## src/rtl/cpu_pkg.sv

```systemverilog
// Shared types and constants for the write-back stage of the 16-bit CPU.
package cpu_pkg;

  // Result source chosen when an instruction enters the WB stage.
  typedef enum logic [1:0] {
    WB_SEL_ALU  = 2'b00,
    WB_SEL_LOAD = 2'b01,
    WB_SEL_PC   = 2'b10,
    WB_SEL_BYTE = 2'b11
  } wb_sel_e;

  // Register 0 reads as zero and is never written.
  localparam logic [3:0] REG_ZERO = 4'h0;

endpackage

```

## src/rtl/wb_stage_if.sv

```systemverilog
// MEM-to-WB instruction bundle: the MEM stage drives it, the WB stage consumes it.
interface wb_stage_if
  import cpu_pkg::*;
#(
  parameter int WIDTH = 16,
  parameter int AW    = 4
);
  logic             mem_valid;
  logic             mem_wb_en;
  logic [AW-1:0]    mem_dst;
  wb_sel_e          mem_sel;
  logic             mem_byte_hi;
  logic [WIDTH-1:0] mem_alu_res;
  logic [WIDTH-1:0] mem_load_data;
  logic [WIDTH-1:0] mem_pc_next;
  logic [WIDTH-1:0] mem_old_dst;
  logic [7:0]       mem_imm8;
  logic             mem_halt;

  modport master (
    output mem_valid, mem_wb_en, mem_dst, mem_sel, mem_byte_hi,
           mem_alu_res, mem_load_data, mem_pc_next, mem_old_dst,
           mem_imm8, mem_halt
  );

  modport slave (
    input  mem_valid, mem_wb_en, mem_dst, mem_sel, mem_byte_hi,
           mem_alu_res, mem_load_data, mem_pc_next, mem_old_dst,
           mem_imm8, mem_halt
  );
endinterface

```

## src/rtl/wb_stage_result_mux.sv

```systemverilog
// Result select for the WB stage: ALU, load data, PC+2, or LLB/LHB byte merge.
module wb_result_mux
  import cpu_pkg::*;
#(
  parameter int WIDTH = 16
) (
  input  wb_sel_e          sel,
  input  logic             byte_hi,
  input  logic [WIDTH-1:0] alu_res,
  input  logic [WIDTH-1:0] load_data,
  input  logic [WIDTH-1:0] pc_next,
  input  logic [WIDTH-1:0] old_dst,
  input  logic [7:0]       imm8,
  output logic [WIDTH-1:0] result
);

  // Pick the write-back value; byte merge replaces one byte of the old destination.
  always_comb begin
    // NOTE: default first so every path assigns result and no latch is inferred.
    result = alu_res;
    case (sel)
      WB_SEL_ALU:  result = alu_res;
      WB_SEL_LOAD: result = load_data;
      WB_SEL_PC:   result = pc_next;
      WB_SEL_BYTE: begin
        result = old_dst;
        if (byte_hi) result[15:8] = imm8;
        else         result[7:0]  = imm8;
      end
    endcase
  end

endmodule

```

## src/rtl/wb_stage.sv

```systemverilog
// MEM/WB pipeline register, register-file write port, decode bypass,
// sticky halt and retired-instruction counter.
module wb_stage
  import cpu_pkg::*;
#(
  parameter int WIDTH = 16,
  parameter int AW    = 4
) (
  input  logic             clk,
  input  logic             rst,
  input  logic             stall,
  input  logic             flush,
  wb_stage_if.slave        mem_if,
  input  logic [AW-1:0]    id_src1,
  input  logic [AW-1:0]    id_src2,
  input  logic [WIDTH-1:0] rf_data1,
  input  logic [WIDTH-1:0] rf_data2,
  output logic             WriteReg,
  output logic [AW-1:0]    DstReg,
  output logic [WIDTH-1:0] DstData,
  output logic [WIDTH-1:0] fwd_data1,
  output logic [WIDTH-1:0] fwd_data2,
  output logic             halted,
  output logic [31:0]      retired
);

  localparam logic [AW-1:0] REG_ZERO_W = AW'(REG_ZERO);

  logic             wb_valid_q, wb_valid_d;
  logic             wb_en_q,    wb_en_d;
  logic [AW-1:0]    wb_dst_q,   wb_dst_d;
  logic [WIDTH-1:0] wb_data_q,  wb_data_d;
  logic             wb_halt_q,  wb_halt_d;
  logic             wb_done_q,  wb_done_d;
  logic             halted_q,   halted_d;
  logic [31:0]      retired_q,  retired_d;
  logic [WIDTH-1:0] mem_result;
  logic             retire;

  wb_result_mux #(.WIDTH(WIDTH)) u_result_mux (
    .sel       (mem_if.mem_sel),
    .byte_hi   (mem_if.mem_byte_hi),
    .alu_res   (mem_if.mem_alu_res),
    .load_data (mem_if.mem_load_data),
    .pc_next   (mem_if.mem_pc_next),
    .old_dst   (mem_if.mem_old_dst),
    .imm8      (mem_if.mem_imm8),
    .result    (mem_result)
  );

  // An entry retires in the first cycle it sits in WB; later stalled cycles are repeats.
  assign retire = wb_valid_q & ~wb_done_q;

  // Next-state for the stage register, halt flag and retire counter.
  always_comb begin
    wb_valid_d = wb_valid_q;
    wb_en_d    = wb_en_q;
    wb_dst_d   = wb_dst_q;
    wb_data_d  = wb_data_q;
    wb_halt_d  = wb_halt_q;
    wb_done_d  = wb_done_q;
    // HLT takes effect on its own retire edge so the instruction behind it never enters.
    halted_d   = halted_q | (retire & wb_halt_q);
    retired_d  = retired_q + (retire ? 32'd1 : 32'd0);

    if (flush) begin
      wb_valid_d = 1'b0;
      wb_done_d  = 1'b0;
    end else if (halted_d) begin
      wb_valid_d = 1'b0;
    end else if (stall) begin
      wb_done_d = wb_valid_q;
    end else begin
      wb_valid_d = mem_if.mem_valid;
      wb_en_d    = mem_if.mem_wb_en;
      wb_dst_d   = mem_if.mem_dst;
      wb_data_d  = mem_result;
      wb_halt_d  = mem_if.mem_halt;
      wb_done_d  = 1'b0;
    end
  end

  // State registers with synchronous active-low reset.
  always_ff @(posedge clk) begin
    // NOTE: non-blocking assignments so every flop samples pre-edge values.
    if (!rst) begin
      wb_valid_q <= 1'b0;
      wb_en_q    <= 1'b0;
      wb_dst_q   <= '0;
      wb_data_q  <= '0;
      wb_halt_q  <= 1'b0;
      wb_done_q  <= 1'b0;
      halted_q   <= 1'b0;
      retired_q  <= '0;
    end else begin
      wb_valid_q <= wb_valid_d;
      wb_en_q    <= wb_en_d;
      wb_dst_q   <= wb_dst_d;
      wb_data_q  <= wb_data_d;
      wb_halt_q  <= wb_halt_d;
      wb_done_q  <= wb_done_d;
      halted_q   <= halted_d;
      retired_q  <= retired_d;
    end
  end

  assign WriteReg = wb_valid_q & wb_en_q & ~wb_done_q & (wb_dst_q != REG_ZERO_W);
  assign DstReg   = wb_dst_q;
  assign DstData  = wb_data_q;
  assign halted   = halted_q;
  assign retired  = retired_q;

  // Decode read port 1: R0 is zero, otherwise bypass a same-cycle write.
  always_comb begin
    fwd_data1 = rf_data1;
    if (id_src1 == REG_ZERO_W)                 fwd_data1 = '0;
    else if (WriteReg && (DstReg == id_src1))  fwd_data1 = DstData;
  end

  // Decode read port 2: same rule as port 1.
  always_comb begin
    fwd_data2 = rf_data2;
    if (id_src2 == REG_ZERO_W)                 fwd_data2 = '0;
    else if (WriteReg && (DstReg == id_src2))  fwd_data2 = DstData;
  end

endmodule

```

## src/flat_wrapper.sv

```systemverilog
// flat-port wrapper written by rule: the top's interface ports become plain ports
module wb_stage_flat import cpu_pkg::*;
#(
  parameter int WIDTH = 16,
  parameter int AW    = 4
)
  (clk, rst, stall, flush, id_src1, id_src2, rf_data1, rf_data2, WriteReg, DstReg, DstData, fwd_data1, fwd_data2, halted, retired, mem_if_mem_valid, mem_if_mem_wb_en, mem_if_mem_dst, mem_if_mem_sel, mem_if_mem_byte_hi, mem_if_mem_alu_res, mem_if_mem_load_data, mem_if_mem_pc_next, mem_if_mem_old_dst, mem_if_mem_imm8, mem_if_mem_halt);
  wb_stage_if #(.WIDTH(WIDTH), .AW(AW)) mem_if_i ();
  input  logic clk;
  input  logic rst;
  input  logic stall;
  input  logic flush;
  input  logic [AW-1:0] id_src1;
  input  logic [AW-1:0] id_src2;
  input  logic [WIDTH-1:0] rf_data1;
  input  logic [WIDTH-1:0] rf_data2;
  output logic WriteReg;
  output logic [AW-1:0] DstReg;
  output logic [WIDTH-1:0] DstData;
  output logic [WIDTH-1:0] fwd_data1;
  output logic [WIDTH-1:0] fwd_data2;
  output logic halted;
  output logic [31:0] retired;
  input wire logic [$bits(mem_if_i.mem_valid)-1:0] mem_if_mem_valid;
  input wire logic [$bits(mem_if_i.mem_wb_en)-1:0] mem_if_mem_wb_en;
  input wire logic [$bits(mem_if_i.mem_dst)-1:0] mem_if_mem_dst;
  input wire logic [$bits(mem_if_i.mem_sel)-1:0] mem_if_mem_sel;
  input wire logic [$bits(mem_if_i.mem_byte_hi)-1:0] mem_if_mem_byte_hi;
  input wire logic [$bits(mem_if_i.mem_alu_res)-1:0] mem_if_mem_alu_res;
  input wire logic [$bits(mem_if_i.mem_load_data)-1:0] mem_if_mem_load_data;
  input wire logic [$bits(mem_if_i.mem_pc_next)-1:0] mem_if_mem_pc_next;
  input wire logic [$bits(mem_if_i.mem_old_dst)-1:0] mem_if_mem_old_dst;
  input wire logic [$bits(mem_if_i.mem_imm8)-1:0] mem_if_mem_imm8;
  input wire logic [$bits(mem_if_i.mem_halt)-1:0] mem_if_mem_halt;
  assign mem_if_i.mem_valid = mem_if_mem_valid;
  assign mem_if_i.mem_wb_en = mem_if_mem_wb_en;
  assign mem_if_i.mem_dst = mem_if_mem_dst;
  assign mem_if_i.mem_sel = mem_if_mem_sel;
  assign mem_if_i.mem_byte_hi = mem_if_mem_byte_hi;
  assign mem_if_i.mem_alu_res = mem_if_mem_alu_res;
  assign mem_if_i.mem_load_data = mem_if_mem_load_data;
  assign mem_if_i.mem_pc_next = mem_if_mem_pc_next;
  assign mem_if_i.mem_old_dst = mem_if_mem_old_dst;
  assign mem_if_i.mem_imm8 = mem_if_mem_imm8;
  assign mem_if_i.mem_halt = mem_if_mem_halt;
  wb_stage #(.WIDTH(WIDTH), .AW(AW)) u_core (.clk(clk), .rst(rst), .stall(stall), .flush(flush), .mem_if(mem_if_i), .id_src1(id_src1), .id_src2(id_src2), .rf_data1(rf_data1), .rf_data2(rf_data2), .WriteReg(WriteReg), .DstReg(DstReg), .DstData(DstData), .fwd_data1(fwd_data1), .fwd_data2(fwd_data2), .halted(halted), .retired(retired));
endmodule
```

## config.mk

```make
export PLATFORM = sky130hd
export DESIGN_NAME = wb_stage_flat
export DESIGN_NICKNAME = d
export VERILOG_FILES = /design/src/rtl/cpu_pkg.sv /design/src/rtl/wb_stage_if.sv /design/src/rtl/wb_stage_result_mux.sv /design/src/rtl/wb_stage.sv /design/src/flat_wrapper.sv
export SDC_FILE = /design/constraint.sdc
export NUM_CORES = 1
export LEC_CHECK = 0
export CAP_MARGIN = 20
export CORE_MARGIN = 8
export CORE_UTILIZATION = 38
export CTS_CLUSTER_SIZE = 40
export DETAILED_ROUTE_END_ITERATION = 8
export PLACE_DENSITY = 0.88
export SETUP_SLACK_MARGIN = 0.5
export SYNTH_ARGS = -nofsm -noshare
export SYNTH_HDL_FRONTEND = slang
export SYNTH_SLANG_ARGS = --single-unit
```

## constraint.sdc

```tcl
create_clock -name clk -period 2.8 [get_ports clk]
set_clock_uncertainty 0.05 [all_clocks]
set_input_delay 0.28 -clock clk [delete_from_list [all_inputs] [get_ports clk]]
set_output_delay 0.28 -clock clk [all_outputs]
set_load 0.02 [all_outputs]
```

Word-level counts from Yosys, hierarchy flattened
Cells that the tools add are included.
Widths: inputs -> output; s select.
Word-level totals
  register bits: 57
  latch bits: 0
  bits in writable memories: 0
  memory bits (read-only): 0
  output and inout bits: 86
  logic and storage cells: 43
  memories kept: 0
Operators by class
  add/sub/neg operators: 1
  multipliers: 0
  divide/modulo/power cells: 0
  $lt $le $gt $ge: 0
  eq/ne operators: 5
  shift-type cells: 0
  muxes and demuxes: 9
  bitwise gates (word level): 11
  reduce and logical (&&, ||, !) cells: 9
Operators by type and width (number)
  $mux 16: 4
  $pmux 16 s4: 1
  $add 32x32->32: 1
  $mux 8: 2
  $eq 4x4->1: 2
  $logic_not 4->1: 2
  $and 1x1->1: 5
  $not 1->1: 5
  $eq 2x2->1 const B: 2
  $reduce_bool 4->1: 1
  $reduce_and 3->1: 1
  $reduce_or 3->1: 1
  $eq 2x1->1 const B: 1
  $logic_and 1x1->1: 2
  $logic_not 2->1: 1
  $mux 1: 2
  $reduce_or 2->1: 1
  $or 1x1->1: 1

Depth between registers and ports, before layout
Gate-level depths: netlist (run 1).
  word-level depth: 6
  depth in mapped cells: 7
  mapped depth without buffers: 7

Hierarchy
A second synthesis (run 1) with hierarchy kept.
Unflattened totals
  cell total of the unflattened synthesis: 478
  area total of the unflattened synthesis: 3577.2 µm²
Modules (own cells, without submodules)
  wb_stage: instances 1, cells an instance 401, area an instance 2985.4 µm²
  wb_result_mux: instances 1, cells an instance 77, area an instance 591.8 µm²

Least setup slack after synthesis (run 1)
No wires, ideal clock.
  kind: register -> register
  start point: register u_core.wb_valid_q
  end point: register u_core.retired_q[20] (netlist: u_core.retired[20])
  library setup time: 71 ps
  data arrival time: 2181 ps
  path slack: 498 ps
  cell stages (with the launch flop): 8
  period minus slack after synthesis: 2302 ps
  cells stage by stage: dfxtp_1 -> nor2b_1 -> ha_1 -> ha_1 -> nand4_1 -> or3_2 -> or4_1 -> a21oi_1
Between the ends
  cells in the longest elaborated chain, start to end: 3
RTL lines
  start, declared: RTL line wb_stage.sv:29  | logic wb_valid_q, wb_valid_d;
  start signal, assigned: RTL line wb_stage.sv:96  | wb_valid_q <= wb_valid_d;
  $and 1x1->1: RTL line wb_stage.sv:52  | assign retire = wb_valid_q & ~wb_done_q;
  $mux 1: RTL line wb_stage.sv:64  | retired_d = retired_q + (retire ? 32'd1 : 32'd0);
  $add 32x32->32: RTL line wb_stage.sv:64
  end signal, assigned: RTL line wb_stage.sv:103  | retired_q <= retired_d;
  end, declared: RTL line wb_stage.sv:36  | logic [31:0] retired_q, retired_d;
Every way passes these cells.
A chain may end at the register's enable or synchronous reset.

Worst setup path in the final report (run 1)
  start point: register u_core.wb_dst_q[0] (netlist: u_core.DstReg[0])
  end point: output port fwd_data1[14]
Between the ends
  cells in the longest elaborated chain, start to end: 5
  elaborated cells between the ends (all ways): 6
RTL lines
  start, declared: RTL line wb_stage.sv:31  | logic [AW-1:0] wb_dst_q, wb_dst_d;
  start signal, assigned: RTL line wb_stage.sv:98  | wb_dst_q <= wb_dst_d;
  $reduce_bool 4->1: RTL line wb_stage.sv:107  | assign WriteReg = wb_valid_q & wb_en_q & ~wb_done_q & (wb_dst_q != REG_ZERO_W);
  $and 1x1->1: RTL line wb_stage.sv:107
  $logic_and 1x1->1 *: RTL line wb_stage.sv:117  | else if (WriteReg && (DstReg == id_src1)) fwd_data1 = DstData;
  $mux 16 *: RTL line wb_stage.sv:117
  $mux 16 *: RTL line wb_stage.sv:116  | if (id_src1 == REG_ZERO_W) fwd_data1 = '0;
  end, declared: RTL line flat_wrapper.sv:20  | output logic [WIDTH-1:0] fwd_data1;
Mark *: on every way between the ends. The rest lies on a longest branch, timed or not.

==> results of run 1 <==
sequential cells by signal, indices dropped and copies added (netlist names):
| signal | count |
|---|---|
| u_core.halted | 1 |
| u_core.wb_done_q | 1 |
| u_core.retired | 32 |
| u_core.DstData | 16 |
| u_core.DstReg | 4 |
| u_core.wb_halt_q | 1 |
| u_core.wb_en_q | 1 |
| u_core.wb_valid_q | 1 |
stage by stage:
stage	hold slack (ns)	utilization
2_1_floorplan	0.374	-
3_3_place_gp	0.423	0.643
3_5_place_dp	0.444	0.643
4_1_cts	0.458	0.682
5_1_grt	0.488	0.707
6_report	0.457	0.707
cells in the mapped netlist (all sizes together):
cell type,number
mux4,16
nand2b,9
o31ai,4
nand4,38
and2,3
buf,10
nand2,15
a2111o,1
or4,7
a21bo,1
o21ai,38
nor2b,1
nand3,14
xor2,10
nand3b,1
ha,2
mux2i,15
or3,8
and3,2
a21o,1
clkbuf,23
nand4b,2
o41ai,1
nor3b,1
dfxtp,57
nor2,26
nor3,3
nor4,8
inv,8
a21oi,47
or2,1
and4,2
a22o,16
xnor2,7
mux2,16
cells by family after synthesis:
kind of cell               count (synthesis)  synth area share
DFF                                       57             0.316
buffers and inverters                     41            0.0454
muxes                                     47             0.191
and+or+nand+nor                          141             0.223
AOI/OAI and AO/OA                        109             0.175
adders and majority gates                  2           0.00693
xor gates and xnor gates                  17            0.0413
placed cells by master (no fill, tap or decap), types with 3 or more instances in the layout:
cell             instances
a21oi_1                 30
a21oi_2                 17
a22o_1                  16
buf_12                   3
buf_4                   46
buf_6                   12
clkbuf_8                10
clkdlybuf4s50_1        176
dfxtp_1                 53
dfxtp_2                  4
inv_1                    8
mux2_2                  16
mux2i_1                 15
mux4_2                  16
nand2_1                 14
nand2b_1                 9
nand3_1                 12
nand4_1                 38
nor2_1                  26
nor3_1                   3
nor4_1                   5
nor4_2                   3
o21ai_0                  6
o21ai_1                  3
o21ai_2                 20
o21ai_4                  9
o31ai_1                  4
or3_1                    5
or4_4                    5
xnor2_1                  7
xor2_1                   8
worst max-delay path by stage:
stage	startpoint	to	slack (ns)	cells past startpoint
2_1_floorplan	u_core.wb_valid_q	u_core.retired[20]	0.56	7
3_3_place_gp	id_src2[2]	fwd_data2[11]	0.03	7
3_5_place_dp	id_src1[3]	fwd_data1[9]	-0.02	7
4_1_cts	u_core.DstReg[0]	fwd_data2[12]	0.41	7
5_1_grt	u_core.DstReg[0]	fwd_data1[2]	0.31	7
6_report	u_core.DstReg[0]	fwd_data1[14]	0.35	7
critical path, stage by stage, from the launching register on:
cell and delay [ns]:
dfxtp_2 0.32, buf_6 0.13, xor2_1 0.17, or4_4 0.59, buf_8 0.18, o21ai_1 0.14, a21oi_1 0.09, buf_4 0.17
report_power, final:
part / internal, mW / switching, mW
registers: 0.831 / 0.0232
logic: 0.358 / 0.274
clock network: 0.518 / 0.342
total: 1.71 / 0.639
final cells by class:
| class | instances | area [um2] |
|---|---|---|
| repair buffers | 243 | 2360 |
| multi-input cells | 316 | 2620 |
| clock buffers | 10 | 138 |
| fillers | 676 | 2710 |
| clock inverters | 5 | 80.1 |
| well taps | 129 | 161 |
| inverters | 8 | 30.0 |
| flip-flops and latches | 57 | 1150 |
timing repair:
action | in CTS | in global routing
setup endpoints to repair | 35 | 36
buffers inserted | 3 | 3
cloned | 2 | 0
gates resized for setup | 244 | 52
pin swaps | 16 | 9
layer usage:
metal	vias up	wire length [um]	GRT usage
met4	0	497	0.0941
met3	34	1660	0.102
met2	191	8130	0.433
met1	2052	5410	0.234
li1	2023	-	-
met5	-	0	0
==> impl_results.md, run 1 <==
* Syn Area/Cell at 8.72 um2
* HP Start: u_core.retired[25]
* Total grt overflow at 0
* Synth Net Count at 542
* Ports at 212
* Achievable clock frequency at 408 MHz
* Setup CP Type: reg2out
* Max cap viols at 0
* First-pass iteration count of the detailed router at 4
* Total wire length after detailed routing at 15,700 um
* Synth unique cells at 44
* Crit path required time at 2.47 ns
* Placed cells at 745
* Sequential area share after synthesis at 0.316
* Worst Max-Slew Pin Slew at 0.939 ns
* Layout Cells excl Fill at 768
* Hold/Removal Path Class: reg2reg
* Clock transition at path regs at 0.07 ns
* Normalized max-slew margin at 0.374
* WL/cell at 20.4 um
* Hold buffers post-CTS at 0
* Dominant cell type by area after synthesis: dfxtp_1
* Core Area at 9240 um2
* Largest net degree at the start of global routing at 34
* DR vias at 4,300
* Routability cong. at 0.893
* Placement Cell Area at 5940 um2
* Post-Synthesis Cells at 414
* Die width at 113 um
* Worst-Skew Late Latency at 0.33 ns
* Vias in the first global route at 4,545
* Post-synth top area share at 0.316
* H-tree levels at 3
* CTS Buffer Depth at 2
* Mapped cell area at 3610 um2
* Lkg Pwr at 2.36 nW
* Nets at 763
* Final setup viols at 0
* R2R Path End: u_core.retired[20]
* Hold Vio Cnt, Final at 0
* Worst r2r src: u_core.wb_valid_q
* Initial antenna violation count at 0
* Place WS at -0.0212 ns
* Setup TNS Final at 0 ns
* Area Overhead vs Synth at 81.1%
* Clock root buffer: clkbuf_8
* Buffers on Ports at 211
* Rows at 35
* DRC viols at 0
* Reg2Reg Depth at 7
* Final WS setup at 0.347 ns
* Status: finished, final reports clean
* Fin crit share at 0.876
* Via-to-Cell Ratio at 5.60
* ANT nets after route at 0
* GRT Util Overall at 0.238
* Crit path time final at 2.45 ns
* Starting density of the core at 0.391
* First-pass GRT wire length at 24,300 um
* Cells on Worst Hold Path at 2
* TritonCTS Buffers at 9
* Startpoint Class: register
* RSZ-0062 raised after global routing: yes
* Dpl hpwl at 12,200 um
* Critical Path Sink Type: output pin
* Power Dens Cells at 359 nW/um2
* Hold path endpoint: u_core.retired[25]
* 1st-iter DRT viols at 256
* # diodes at 0
* WP data arrival at 2.12 ns
* Tot Pwr at 2.35 mW
* #FFs+latches synth at 57
* Height of the die at 113 um
* Layout cell share with drive strength beyond 1 at 0.286
* Peak VDD IR at 0.299 mV
* Worst Path Max Fanout at 8
* Ranking of synthesized cells by area: dfxtp_1 32%, mux4_2 10%, nand4_1 6.6%, a21oi_1 6.5%, mux2_2 5.0%
* Die area at 12,900 um2
* Design Area, Final at 6540 um2
* R2R Setup Slk at 0.59 ns
* CTS tree: done
* Slew Limit Fails at 0
* Synth Warn # at 0
* Clk sinks at 57
Note: power is estimated with default switching activity, not from simulation.
==> run 2: changes to the inputs <==
Clock period 2.8 ns to 2.4 ns, I/O delays scaled along.
==> run 2 against run 1 <==
Effect of this change:
- critical path depth did not move
- first-iteration DRC count rose by 9.4%
- sequential share of layout area down 2.0 points
- clock power is 31% higher
- critical endpoint is now fwd_data1[8]
- count of clock-buffer cells in the layout is 1 higher
- largest cell class unchanged
- sequential power up 17%
- combinational power rose by 30%
- via count grew 7.1%
- setup slack got worse by 0.34 ns
- worst hold slack lost 0.014 ns
- die area is the same
==> impl_results.md, run 2 (synthesis results as in run 1) <==
* Area Overhead vs Synth at 106%
* DR vias at 4,606
* Critical Path Sink Type: output pin
* # diodes at 0
* Setup CP Type: reg2out
* WP data arrival at 2.11 ns
* Core Area at 9240 um2
* DRC viols at 0
* 1st-iter DRT viols at 280
* ANT nets after route at 0
* Most common cell after layout, fill and taps aside: clkdlybuf4s50_1
* Routability cong. at 0.908
* Total grt overflow at 0
* Clock root buffer: clkbuf_8
* Worst Path Max Fanout at 8
* Achievable clock frequency at 418 MHz
* Power Dens Cells at 397 nW/um2
* TritonCTS Buffers at 9
* Buffers on Ports at 211
* Rows at 35
* First-pass GRT wire length at 25,800 um
* Height of the die at 113 um
* Total wire length after detailed routing at 17,800 um
* Dpl hpwl at 12,600 um
* CTS Buffer Depth at 2
* Max cap viols at 0
* Setup crit start: u_core.DstReg[3]
* Max reg flops at 32
* Worst r2r src: u_core.wb_valid_q
* Status: finished, final reports clean
* H-tree levels at 3
* Peak VDD IR at 0.278 mV
* Clock transition at path regs at 0.07 ns
* Nets at 793
* Crit path largest cell delay at 0.61 ns
* R2R Path End: u_core.retired[28]
* Largest net degree at the start of global routing at 30
* CTS tree: done
* Starting density of the core at 0.391
* Die width at 113 um
* Fin crit share at 0.998
* Worst Max-Slew Pin Slew at 0.514 ns
* GRT Util Overall at 0.253
* Die area at 12,900 um2
* Setup TNS Final at 0 ns
* Ports at 212
* Worst-Skew Late Latency at 0.33 ns
* Final setup viols at 0
* Crit path required time at 2.11 ns
* Crit path time final at 2.40 ns
* Lkg Pwr at 2.72 nW
* Via-to-Cell Ratio at 5.76
* Fin util at 0.803
* Startpoint Class: register
* Hold/Removal Path Class: reg2reg
* Layout cell share with drive strength beyond 1 at 0.394
* Slowest-stage cell, CP: or4_4
* R2R Setup Slk at 0.19 ns
* Vias in the first global route at 4,853
* Normalized max-slew margin at 0.654
* First-pass iteration count of the detailed router at 5
* Commonest non-fill, non-tap cells in the layout: 178 x clkdlybuf4s50_1, 47 x dfxtp_1, 42 x buf_6, 41 x buf_4
* RSZ-0062 raised after global routing: yes
* Reg2Reg Depth at 11
* Clk sinks at 57
* Setup crit end: fwd_data1[8]
* Slew Limit Fails at 0
* Hold Vio Cnt, Final at 0
* WL/cell at 22.2 um
* Crit-path cells: buf_12 -> xor2_1 -> or4_4 -> buf_16 -> o21ai_4 -> a21oi_2 -> buf_6
* Initial antenna violation count at 0
-- run 2: cell count changes in the layout (fill, tap and decap cells not counted), sizes merged --
cell | previous run | this run
clkdlybuf4s50 | 176 | 178
dlygate4sd2 | 2 | 0
buf | 63 | 93
clkdlybuf4s15 | 0 | 1
bufinv | 2 | 3
clkinvlp | 2 | 1
-- run 2: worst min-delay path by stage --
stage	start	end	slack (ns)	cells after the start
3_5_place_dp	u_core.retired[31]	u_core.retired[31]	0.43	2
2_1_floorplan	mem_if_mem_dst[0]	u_core.DstReg[0]	0.33	2
6_report	u_core.retired[31]	u_core.retired[31]	0.44	2
4_1_cts	u_core.retired[22]	u_core.retired[22]	0.44	2
3_3_place_gp	u_core.retired[26]	u_core.retired[26]	0.42	2
5_1_grt	u_core.retired[31]	u_core.retired[31]	0.46	2
-- run 2: report_power, final --
part | internal, mW | total, mW | switching [mW]
Combinational | 0.472 | 0.821 | 0.350
Sequential | 0.970 | 1.00 | 0.0307
Clock | 0.717 | 1.13 | 0.409
Total | 2.16 | 2.95 | 0.789
-- run 2: what timing repair did --
| item | 4_1_cts | 5_1_grt |
|---|---|---|
| hold buffers | 0 | 0 |
| pin swaps | 26 | 24 |
| gates cloned | 1 | 2 |
| setup endpoints to repair | 67 | 63 |
| buffers inserted | 13 | 7 |
| gates resized for setup | 252 | 91 |
-- run 2: through the flow --
| stage | area [um2] | worst slack (ns) | hold slack, ns | instances | total power, mW |
|---|---|---|---|---|---|
| final | 7420 | 0.00487 | 0.443 | 799 | 2.95 |
| after global routing | 7420 | -0.0272 | 0.465 | 799 | 3.03 |
| after detailed placement | 6290 | -0.359 | 0.427 | 760 | 1.74 |
| after floorplan | 3800 | 0.343 | 0.334 | 414 | 1.32 |
| after CTS | 6940 | 0.0124 | 0.442 | 790 | 2.88 |
| after global placement | 6290 | -0.301 | 0.418 | 760 | 1.72 |
-- run 2: final cells by class --
class	count	area (um2)
Clock inverter	5	103
Multi-Input combinational cell	316	3040
Timing Repair Buffer	273	2800
Fill cell	538	1820
Sequential cell	57	1150
Tap cell	129	161
Inverter	8	30.0
Clock buffer	11	141
-- run 2: per-layer routing --
metal / global-route usage / part of all wire / wire (um)
met4: 0.0950 / 0.038 / 669
met2: 0.487 / 0.54 / 9570
met1: 0.240 / 0.34 / 6040
met3: 0.0872 / 0.083 / 1470
met5: 0 / 0 / 0
-- run 2: worst max-delay path: cells and delay by family (launching register included) --
family          cells  cell delay [ns]
simple gates        1             0.61
compound gates      2             0.23
flops               1             0.33
buf+inv             3             0.45
xor+xnor            1             0.16
